`config.mk`:
```
export PLATFORM = sky130hd
export DESIGN_NAME = dpi_pkt_sequencer
export DESIGN_NICKNAME = d
export VERILOG_FILES = /design/src/rtl/dpi_seq_pkg.sv /design/src/rtl/dpi_stream_table.sv /design/src/rtl/dpi_pkt_sequencer.sv
export SDC_FILE = /design/constraint.sdc
export NUM_CORES = 1
export LEC_CHECK = 0
export BUFFER_PORTS_ARGS = -buffer_cell sky130_fd_sc_hd__buf_2
export CORE_MARGIN = 5
export CORE_UTILIZATION = 50
export CTS_CLUSTER_DIAMETER = 60
export DETAILED_ROUTE_END_ITERATION = 8
export GPL_TIMING_DRIVEN = 0
export PLACE_DENSITY = 0.68
export SETUP_SLACK_MARGIN = 0.2
export SKIP_LAST_GASP = 1
export SLEW_MARGIN = 20
export SYNTH_ARGS = -nofsm -noshare
export SYNTH_HDL_FRONTEND = slang
export SYNTH_HIERARCHICAL = 1
export SYNTH_SLANG_ARGS = --single-unit
export TNS_END_PERCENT = 10
```
`constraint.sdc`:
```
create_clock -name clk -period 6.4 [get_ports clk]
set_input_delay 0 -clock clk [delete_from_list [all_inputs] [get_ports clk]]
set_output_delay 0 -clock clk [all_outputs]
set_load 0.01 [all_outputs]
```
`src/rtl/dpi_seq_pkg.sv`:
```
// Shared types and constants for the DPI packet sequencer.
package dpi_seq_pkg;
  localparam int NUM_CAT_D = 8;
  localparam int SID_W_D   = 6;

  localparam logic [1:0] LANE_FIRST = 2'd0;
  localparam logic [1:0] LANE_LAST  = 2'd3;

  typedef enum logic [1:0] {S_IDLE, S_LOAD, S_STREAM, S_EOP} state_e;

  // Byte 0 of a word is the most significant byte.
  function automatic logic [7:0] lane_byte(input logic [31:0] w, input logic [1:0] l);
    case (l)
      2'd0:    return w[31:24];
      2'd1:    return w[23:16];
      2'd2:    return w[15:8];
      default: return w[7:0];
    endcase
  endfunction
endpackage

```
`src/rtl/dpi_stream_table.sv`:
```
// Seen-bitmap for stream IDs; read is combinational so the current ID reports its pre-update value.
module dpi_stream_table import dpi_seq_pkg::*; #(
  parameter int SID_W = SID_W_D
) (
  input  logic             clk,
  input  logic             rst_n,
  input  logic [SID_W-1:0] rd_sid,
  output logic             rd_seen,
  input  logic             set_en,
  input  logic             clr_all
);
  logic [2**SID_W-1:0] r_seen;

  assign rd_seen = r_seen[rd_sid];

  // The per-ID set is ordered after the global clear so it survives a coincident clear.
  always_ff @(posedge clk or negedge rst_n) begin
    if (!rst_n) begin
      r_seen <= '0;
    end else begin
      if (clr_all) r_seen <= '0;
      if (set_en)  r_seen[rd_sid] <= 1'b1;
    end
  end
endmodule

```
`src/rtl/dpi_pkt_sequencer.sv`:
```
// Turns a 32-bit packet word stream into load_state / byte stream / eop sequences for the matchers.
module dpi_pkt_sequencer import dpi_seq_pkg::*; #(
  parameter int NUM_CAT = NUM_CAT_D,
  parameter int SID_W   = SID_W_D
) (
  input  logic               clk,
  input  logic               rst_n,
  input  logic               in_valid,
  output logic               in_ready,
  input  logic [31:0]        in_data,
  input  logic               in_sop,
  input  logic               in_eop,
  input  logic [1:0]         in_nbytes,
  input  logic [SID_W-1:0]   in_sid,
  input  logic [NUM_CAT-1:0] in_en_mask,
  input  logic               clr_streams,
  output logic               load_state,
  output logic               new_stream_id,
  output logic [SID_W-1:0]   stream_id,
  output logic [7:0]         char_in,
  output logic               char_in_vld,
  output logic               eop,
  output logic [NUM_CAT-1:0] enable,
  output logic [15:0]        pkt_count,
  output logic               busy
);
  state_e r_state, w_nxt;

  logic               r_live;
  logic [31:0]        r_hold, r_skid;
  logic               r_hold_vld, r_hold_eop, r_skid_vld, r_skid_sop, r_skid_eop;
  logic [1:0]         r_hold_nb, r_skid_nb, r_lane;
  logic [SID_W-1:0]   r_sid, r_skid_sid;
  logic [NUM_CAT-1:0] r_mask, r_skid_mask;
  logic               r_eop_acc, r_trunc;
  logic [7:0]         r_char;
  logic [15:0]        r_cnt;

  logic       w_ready, w_xfer, w_act, w_emit, w_word_end, w_trunc, w_bypass, w_seen, w_load;
  logic [7:0] w_byte;

  assign w_xfer     = in_valid & in_ready;
  assign w_act      = (r_state == S_LOAD) | (r_state == S_STREAM);
  assign w_emit     = (r_state == S_STREAM) & r_hold_vld;
  assign w_byte     = lane_byte(r_hold, r_lane);
  assign w_word_end = w_emit & (r_lane == (r_hold_eop ? r_hold_nb : LANE_LAST));
  // An sop before the current eop word truncates; an sop after it is simply the next packet.
  assign w_trunc    = w_act & w_xfer & in_sop & ~r_eop_acc;
  assign w_bypass   = (r_state == S_STREAM) & w_xfer & ~in_sop & ~r_eop_acc &
                      (~r_hold_vld | w_word_end);
  assign w_load     = (r_state == S_LOAD);

  always_comb begin
    w_ready = 1'b0;
    case (r_state)
      S_IDLE:           w_ready = r_live;
      S_LOAD, S_STREAM: w_ready = ~r_skid_vld;
      default:          w_ready = 1'b0;
    endcase
  end
  assign in_ready = w_ready;

  always_comb begin
    w_nxt = r_state;
    case (r_state)
      S_IDLE:   if (w_xfer & in_sop) w_nxt = S_LOAD;
      S_LOAD:   w_nxt = S_STREAM;
      S_STREAM: if (w_trunc | r_trunc | (w_word_end & r_hold_eop)) w_nxt = S_EOP;
      S_EOP:    w_nxt = (r_skid_vld & r_skid_sop) ? S_LOAD : S_IDLE;
      default:  w_nxt = S_IDLE;
    endcase
  end

  always_ff @(posedge clk or negedge rst_n) begin
    if (!rst_n) r_state <= S_IDLE;
    else        r_state <= w_nxt;
  end

  always_ff @(posedge clk or negedge rst_n) begin
    if (!rst_n) begin
      r_live <= 1'b0;       r_hold <= '0;        r_hold_vld <= 1'b0;
      r_hold_eop <= 1'b0;   r_hold_nb <= '0;     r_lane <= LANE_FIRST;
      r_skid <= '0;         r_skid_vld <= 1'b0;  r_skid_sop <= 1'b0;
      r_skid_eop <= 1'b0;   r_skid_nb <= '0;     r_skid_sid <= '0;
      r_skid_mask <= '0;    r_sid <= '0;         r_mask <= '0;
      r_eop_acc <= 1'b0;    r_trunc <= 1'b0;     r_char <= '0;
      r_cnt <= '0;
    end else begin
      r_live <= 1'b1;
      case (r_state)
        S_IDLE: if (w_xfer & in_sop) begin
          r_hold <= in_data;     r_hold_vld <= 1'b1; r_hold_eop <= in_eop;
          r_hold_nb <= in_nbytes; r_lane <= LANE_FIRST;
          r_sid <= in_sid;       r_mask <= in_en_mask;
          r_eop_acc <= in_eop;   r_trunc <= 1'b0;
        end
        S_LOAD, S_STREAM: begin
          if (w_emit) begin
            r_char <= w_byte;
            r_lane <= w_word_end ? LANE_FIRST : r_lane + 2'd1;
          end
          if (w_word_end) begin
            if (r_skid_vld & ~r_skid_sop) begin
              r_hold <= r_skid; r_hold_eop <= r_skid_eop; r_hold_nb <= r_skid_nb;
              r_skid_vld <= 1'b0;
            end else if (!w_bypass) begin
              r_hold_vld <= 1'b0;
            end
          end
          if (w_bypass) begin
            r_hold <= in_data; r_hold_vld <= 1'b1; r_hold_eop <= in_eop; r_hold_nb <= in_nbytes;
          end
          if (w_xfer & (in_sop | ~r_eop_acc) & ~w_bypass) begin
            r_skid <= in_data;    r_skid_vld <= 1'b1;  r_skid_sop <= in_sop;
            r_skid_eop <= in_eop; r_skid_nb <= in_nbytes;
            r_skid_sid <= in_sid; r_skid_mask <= in_en_mask;
          end
          if (w_xfer & ~in_sop & ~r_eop_acc) r_eop_acc <= in_eop;
          if (w_trunc) r_trunc <= 1'b1;
        end
        S_EOP: begin
          r_cnt   <= r_cnt + 16'd1;
          r_trunc <= 1'b0;
          r_lane  <= LANE_FIRST;
          r_skid_vld <= 1'b0;
          if (r_skid_vld & r_skid_sop) begin
            r_hold <= r_skid;        r_hold_vld <= 1'b1; r_hold_eop <= r_skid_eop;
            r_hold_nb <= r_skid_nb;  r_sid <= r_skid_sid; r_mask <= r_skid_mask;
            r_eop_acc <= r_skid_eop;
          end
        end
        default: ;
      endcase
    end
  end

  dpi_stream_table #(.SID_W(SID_W)) u_table (
    .clk     (clk),
    .rst_n   (rst_n),
    .rd_sid  (r_sid),
    .rd_seen (w_seen),
    .set_en  (w_load),
    .clr_all (clr_streams)
  );

  assign load_state    = w_load;
  assign new_stream_id = w_load & ~w_seen;
  assign stream_id     = r_sid;
  assign enable        = r_mask;
  assign char_in_vld   = w_emit;
  assign char_in       = w_emit ? w_byte : r_char;
  assign eop           = (r_state == S_EOP);
  assign pkt_count     = r_cnt;
  assign busy          = (r_state != S_IDLE);
endmodule

```
== Word level (Yosys, flattened, before mapping) ==
Index checks and enable logic that the tools add are counted.
Operators by class
  add/sub/neg operators: 2
  multiply operators: 0
  divide/modulo/power cells: 0
  $lt $le $gt $ge: 2
  eq/ne operators: 17
  shift operators: 0
  mux-type cells: 57
  bitwise gates (word level): 32
  reductions and logical operators: 16
Operators with widths (count)
  two-way mux 32 bit: 5
  two-way mux 64 bit: 2
  case mux 32 bit (3 select lines): 1
  bitwise OR 64 bit: 1
  two-way mux 8 bit: 3
  case mux 8 bit (3 select lines): 1
  two-way mux 2 bit: 11
  bitwise AND 1 bit: 19
  two-way mux 1 bit: 19
  adder 16 x 1 -> 16 bit, second input constant: 1
  case mux 8 bit (2 select lines): 1
  inequality test 3 bit, second input constant: 5
  two-way mux 6 bit: 2
  case mux 1 bit (3 select lines): 4
  case mux 2 bit (3 select lines): 2
  case mux 6 bit (2 select lines): 1
  AND reduction 3 bit: 3
  inequality test 2 bit, second input constant: 4
  case mux 2 bit (4 select lines): 1
  AND reduction 2 bit: 4
  AND reduction 4 bit: 2
  < comparator 6 x 7 -> 1 bit, second input constant: 1
  inverter 1 bit: 7
  binary-select mux 1 bit (select 6 bit): 1
  other kinds (13): 25
Storage, ports and cells
  flip-flop bits (word level): 196
  latch bits: 0
  bits in writable memories: 0
  memory bits (read-only): 0
  input bits: 54
  output and inout port bits: 44
  word-level logic and storage cells: 147
  memories kept: 0

== Logic depth before layout (Yosys ltp) ==
  depth after elaboration: 12
  depth in mapped cells: 10
  gate-level depth less buffers: 8

== Hierarchy ==
The synthesis kept the hierarchy.
Modules (own cells, without submodules)
  dpi_pkt_sequencer: instances 1, cells each 503, area each 6382.4 µm², sequential area each 3303.2 µm²
  dpi_stream_table: instances 1, cells each 282, area each 3050.4 µm², sequential area each 1601.5 µm²

== Worst setup path before layout ==
No wires, ideal clock.
  path kind: register -> register
  from: register r_state[0]
  to: register r_hold[10]
  library setup time: 0.125 ns
  arrival: 2.388 ns
  data required time: 6.275 ns
  path slack: 3.887 ns
  cell stages (with the launch flop): 11
  path buffers: 2
  period minus slack after synthesis: 2.513 ns
  path through: dfrtp_1 > inv_1 > ha_1 > nand2b_4 > a21oi_1 > nand2_1 > o41a_1 > buf_2 > buf_6 > a22o_1 > mux2_4
Between the ends
  cells in the longest elaborated chain, start to end: 10
  elaborated cells on any way between the ends: 22
  those cells by class: 7 x eq/ne; 3 x mux; 9 x bitwise; 3 x reduce/logical
Ends and longest elaborated chain
  from (decl): RTL line dpi_pkt_sequencer.sv:27  | state_e r_state, w_nxt;
  from (signal assigned): RTL line dpi_pkt_sequencer.sv:76  | else r_state <= w_nxt;
  equality test 2 x 1 -> 1 bit or equality test 2 bit (tied branches): RTL line dpi_pkt_sequencer.sv:55  | case (r_state)
  OR reduction 2 bit: RTL line dpi_pkt_sequencer.sv:55
  case mux 1 bit (2 select lines) (*): RTL line dpi_pkt_sequencer.sv:55
  via in_ready: RTL line dpi_pkt_sequencer.sv:9  | output logic in_ready,
  bitwise AND 1 bit (*): RTL line dpi_pkt_sequencer.sv:42  | assign w_xfer = in_valid & in_ready;
  bitwise AND 1 bit (4 in series): RTL line dpi_pkt_sequencer.sv:49  | assign w_bypass = (r_state == S_STREAM) & w_xfer & ~in_sop & ~r_eop_acc &
  inequality test 3 bit (no line) or two-way mux 32 bit (tied branches)
  AND reduction 4 bit (no line) or case mux 32 bit (3 select lines) (tied branches)
  to (signal assigned): RTL line dpi_pkt_sequencer.sv:104  | r_hold <= r_skid; r_hold_eop <= r_skid_eop; r_hold_nb <= r_skid_nb;
  to (decl): RTL line dpi_pkt_sequencer.sv:30  | logic [31:0] r_hold, r_skid;
Mark *: on every way through the listed nets, which the timed path passes. The rest lies on a longest branch.
A chain may end at the register's enable or synchronous reset.

== Worst setup path after layout ==
  from: register r_state[0]
  to: register r_hold[27]
Between the ends
  cells in the longest elaborated chain, start to end: 10
  elaborated cells on any way between the ends: 22
  those cells by class: 7 x eq/ne; 3 x mux; 9 x bitwise; 3 x reduce/logical
Ends and longest elaborated chain (RTL line)
  equality test 2 x 1 -> 1 bit or equality test 2 bit (tied branches)
  OR reduction 2 bit: dpi_pkt_sequencer.sv:55, dpi_pkt_sequencer.sv:90
  case mux 1 bit (2 select lines): dpi_pkt_sequencer.sv:55
  bitwise AND 1 bit: dpi_pkt_sequencer.sv:42
  bitwise AND 1 bit (4 in series): dpi_pkt_sequencer.sv:49
  inequality test 3 bit (no line) or two-way mux 32 bit (tied branches)
  AND reduction 4 bit (no line) or case mux 32 bit (3 select lines) (tied branches)
Several ways; a longest one is shown, not always the timed one.

==> results_dict.tcl <==
set metrics [dict create \
    outcome "finished, final reports clean" \
    hold_start "in_valid" \
    synth.top_cell.area_share_pct 52.0 \
    track_usage_pct 20.7 \
    layout.cells.most_common_list "196 x dfrtp_1, 108 x buf_2, 74 x inv_1" \
    synth_xor_area_share_pct 1.58 \
    synth-main-ff-cell "dfrtp_1" \
    startpoint "r_state[0]$_DFFE_PN0P_" \
    worst_pin_slew_ns 0.708 \
    die_width_um 147 \
    ys_ff_latch 196 \
    cp_slowest_cell "o41ai_4" \
    min_period_ns 2.78 \
    synthMuxAreaShare_pct 17.7 \
    grt_max_degree 92 \
    grt_overflow_total 0 \
    route.detailed.drc 0 \
    dieArea_um2 21700 \
    wl_met2_um 10500 \
    netlist_area_um2 9430 \
    synth_simple_gate_area_share_pct 6.46 \
    die_h_um 147 \
    coreArea_um2 18600 \
    grt_pass1_vias 6826 \
    route.met3.wl_um 1040 \
    port_buffers 95 \
    antenna_found_initial 0 \
    worstPathMaxFanout 10 \
    slew_viol_final 0 \
    synthAdderAreaFrac_pct 1.33 \
    dr.max_layer_used "met4" \
    finalSetupTns_ns 0 \
    ios 98 \
    wl_per_cell_um 18.2 \
    drtIter0Drc 439 \
    crit_required_ns 6.77 \
    yosysTopAreaCell "dfrtp_1" \
    yosysSeqAreaShare_pct 52.0 \
    cts_root_buf "clkbuf_16" \
    pwr_density_cell_nw_per_um2 496 \
    cts_tree "built" \
    totalWireLength_um 21800 \
    critPathKind "reg -> reg" \
    wl_met1_um 9820 \
    synth_cell_type_count 68 \
    critPathMaxStageDelay_ns 0.49 \
    cts.sinks 196 \
    crit_arrival_ns 3.15 \
    clk_pin_slew_ns 0.07 \
    synth_compound_area_share_pct 14.4 \
    hold_class "in -> reg" \
    cts_buffers 17 \
    final_nets 1017 \
    first_pass_iters 5 \
    r2r-start "r_state[0]$_DFFE_PN0P_" \
    rsz0062_at_grt "false" \
    hold_viol 0 \
    grt_pass1_wl_um 36100 \
    gp_congestion 0.847 \
    vias 6725 \
    max_slew_margin_pct 52.5 \
    area_delta_synth_final_pct 20.5 \
    holdWs_ns 0.0600 \
    async_flop_share_pct 100 \
    yosys_warnings 6 \
    final_layout_size_suffix_gt1_share_pct 27.1 \
    end_kind "flip-flop" \
    worstSkewPairLatency_ns 0.43 \
    initial_core_util_pct 50.6 \
    fp-row-count 50 \
    clock_skew_ns 0.00632 \
    n_fill_cell 1505 \
    timing.final.crit_share_pct 43.4 \
    crit_buf_inv 2 \
    vias_per_cell 5.60 \
    mostFrequentLayoutCell "dfrtp_1" \
    setup_viol 0 \
    fmax_mhz 360 \
    leakage_nw 5.18 \
    ir_drop_mv 0.345 \
    synth_area_leaders "dfrtp_1 52%, mux2_2 8.0%, o22ai_1 4.2%" \
    synth_edf_count 0 \
    antenna_left 0 \
    start_kind "flip-flop" \
    dpl.hpwl_um 15000 \
    cts-resized-gates 0 \
    syn_area_per_cell_um2 12.0 \
    synthCells 785 \
    crit_chain "inv_1, ha_1, nand2b_4, a211oi_4, nand2_1, o41ai_4, buf_2, a22o_1, mux2_4" \
    path_delay_family "compound AO/OA/AOI/OAI gates" \
    syn_nets 849 \
    antennaDiodeCount 0 \
    cts.htree.levels 4 \
    cap_violations 0 \
    clock_path_buffers 2 \
    synth_top_family_by_area "multiplexers" \
]
-- worst min-delay path, delay by kind of cell --
| family | cells | cell delay, ns |
|---|---|---|
| AO/OA/AOI/OAI | 1 | 0.10 |
| AND/OR/NAND/NOR | 2 | 0.26 |
| buffers and inverters | 1 | 0.09 |
-- metrics by stage --
stage	worst slack [ns]	total power (W)	util, %	std cells	instance area, um2
final	3.62	0.00564	61.0	1200	11400
after global routing	3.43	0.00600	61.0	1200	11400
after CTS	3.61	0.00567	61.0	1200	11400
after detailed placement	3.63	0.00459	55.1	1116	10300
after global placement	2.02	0.00451	54.7	1114	10200
after floorplan	3.89	0.00389	-	785	9430
-- where the power goes --
group | internal (W) | leakage (nW) | switching, W | total (W)
Clock | 0.000558 | 0.272 | 0.000493 | 0.00105
Sequential | 0.00164 | 2.54 | 0.000265 | 0.00191
Combinational | 0.00134 | 2.37 | 0.00134 | 0.00268
-- cells in the mapped netlist (all sizes together) (11+ instances only) --
master	n
mux2i	18
clkbuf	22
dfrtp	196
nor2	28
mux2	94
o21ai	32
a22o	40
buf	28
nand2	52
nand3	11
mux4	14
o22ai	64
xnor2	11
a21oi	15
inv	75
-- logic make-up (layout without fill, tap and decap cells) --
group | after synthesis | in the layout
buffers and inverters | 125 | 306
muxes | 126 | 126
and+or+nand+nor | 128 | 128
AOI/OAI and AO/OA | 182 | 182
DFF | 196 | 196
other | 1 | 1
adders and majority gates | 10 | 10
xor gates and xnor gates | 17 | 17
-- state kept, by name, summed over array words and instances, names as in the netlist, 2 cells and up --
| name | count |
|---|---|
| enable | 8 |
| pkt_count | 16 |
| r_char | 8 |
| r_hold | 32 |
| r_hold_nb | 2 |
| r_lane | 2 |
| r_skid | 32 |
| r_skid_mask | 8 |
| r_skid_nb | 2 |
| r_skid_sid | 6 |
| r_state | 2 |
| stream_id | 6 |
| u_table/r_seen | 64 |
-- area by class of cell --
cell class / instances / area (um2) / area share, %
clock buffer: 18 / 439 / 3.86
clock inverter: 14 / 141 / 1.24
tap: 234 / 293 / 2.58
multi-input combinational: 464 / 3920 / 34.4
inverter: 75 / 282 / 2.48
timing repair buffer: 149 / 1060 / 9.33
sequential: 196 / 4900 / 43.1
buffer: 50 / 332 / 2.92
-- routing by layer --
| layer | up-vias | global-route usage, % |
|---|---|---|
| met5 | - | 0 |
| met4 | 0 | 6.20 |
| met3 | 33 | 4.44 |
| met2 | 187 | 33.5 |
| met1 | 3344 | 28.1 |
| li1 | 3161 | - |
-- timing repair --
| item | 4_1_cts | 5_1_grt |
|---|---|---|
| hold buffers | 52 | 0 |
| setup buffers | 0 | 0 |
| hold endpoints to repair | 296 | 0 |
-- path summary, 6_finish.rpt --
check | slack [ns] | to | depth (start not counted)
setup / recovery | 3.62 | r_hold[27]$_DFFE_PN0P_ | 9
hold / removal | 0.06 | r_skid_vld$_DFFE_PN0P_ | 4
setup reg to reg | 3.62 | r_hold[27]$_DFFE_PN0P_ | 9
hold reg to reg | 0.46 | pkt_count[15]$_DFFE_PN0P_ | 1
max in group asynchronous | 5.55 | r_trunc$_DFFE_PN0P_ | 3
min in group asynchronous | 0.07 | u_table/r_seen[19]$_DFF_PN0_ | 2
Power figures use the tool's default switching activity.
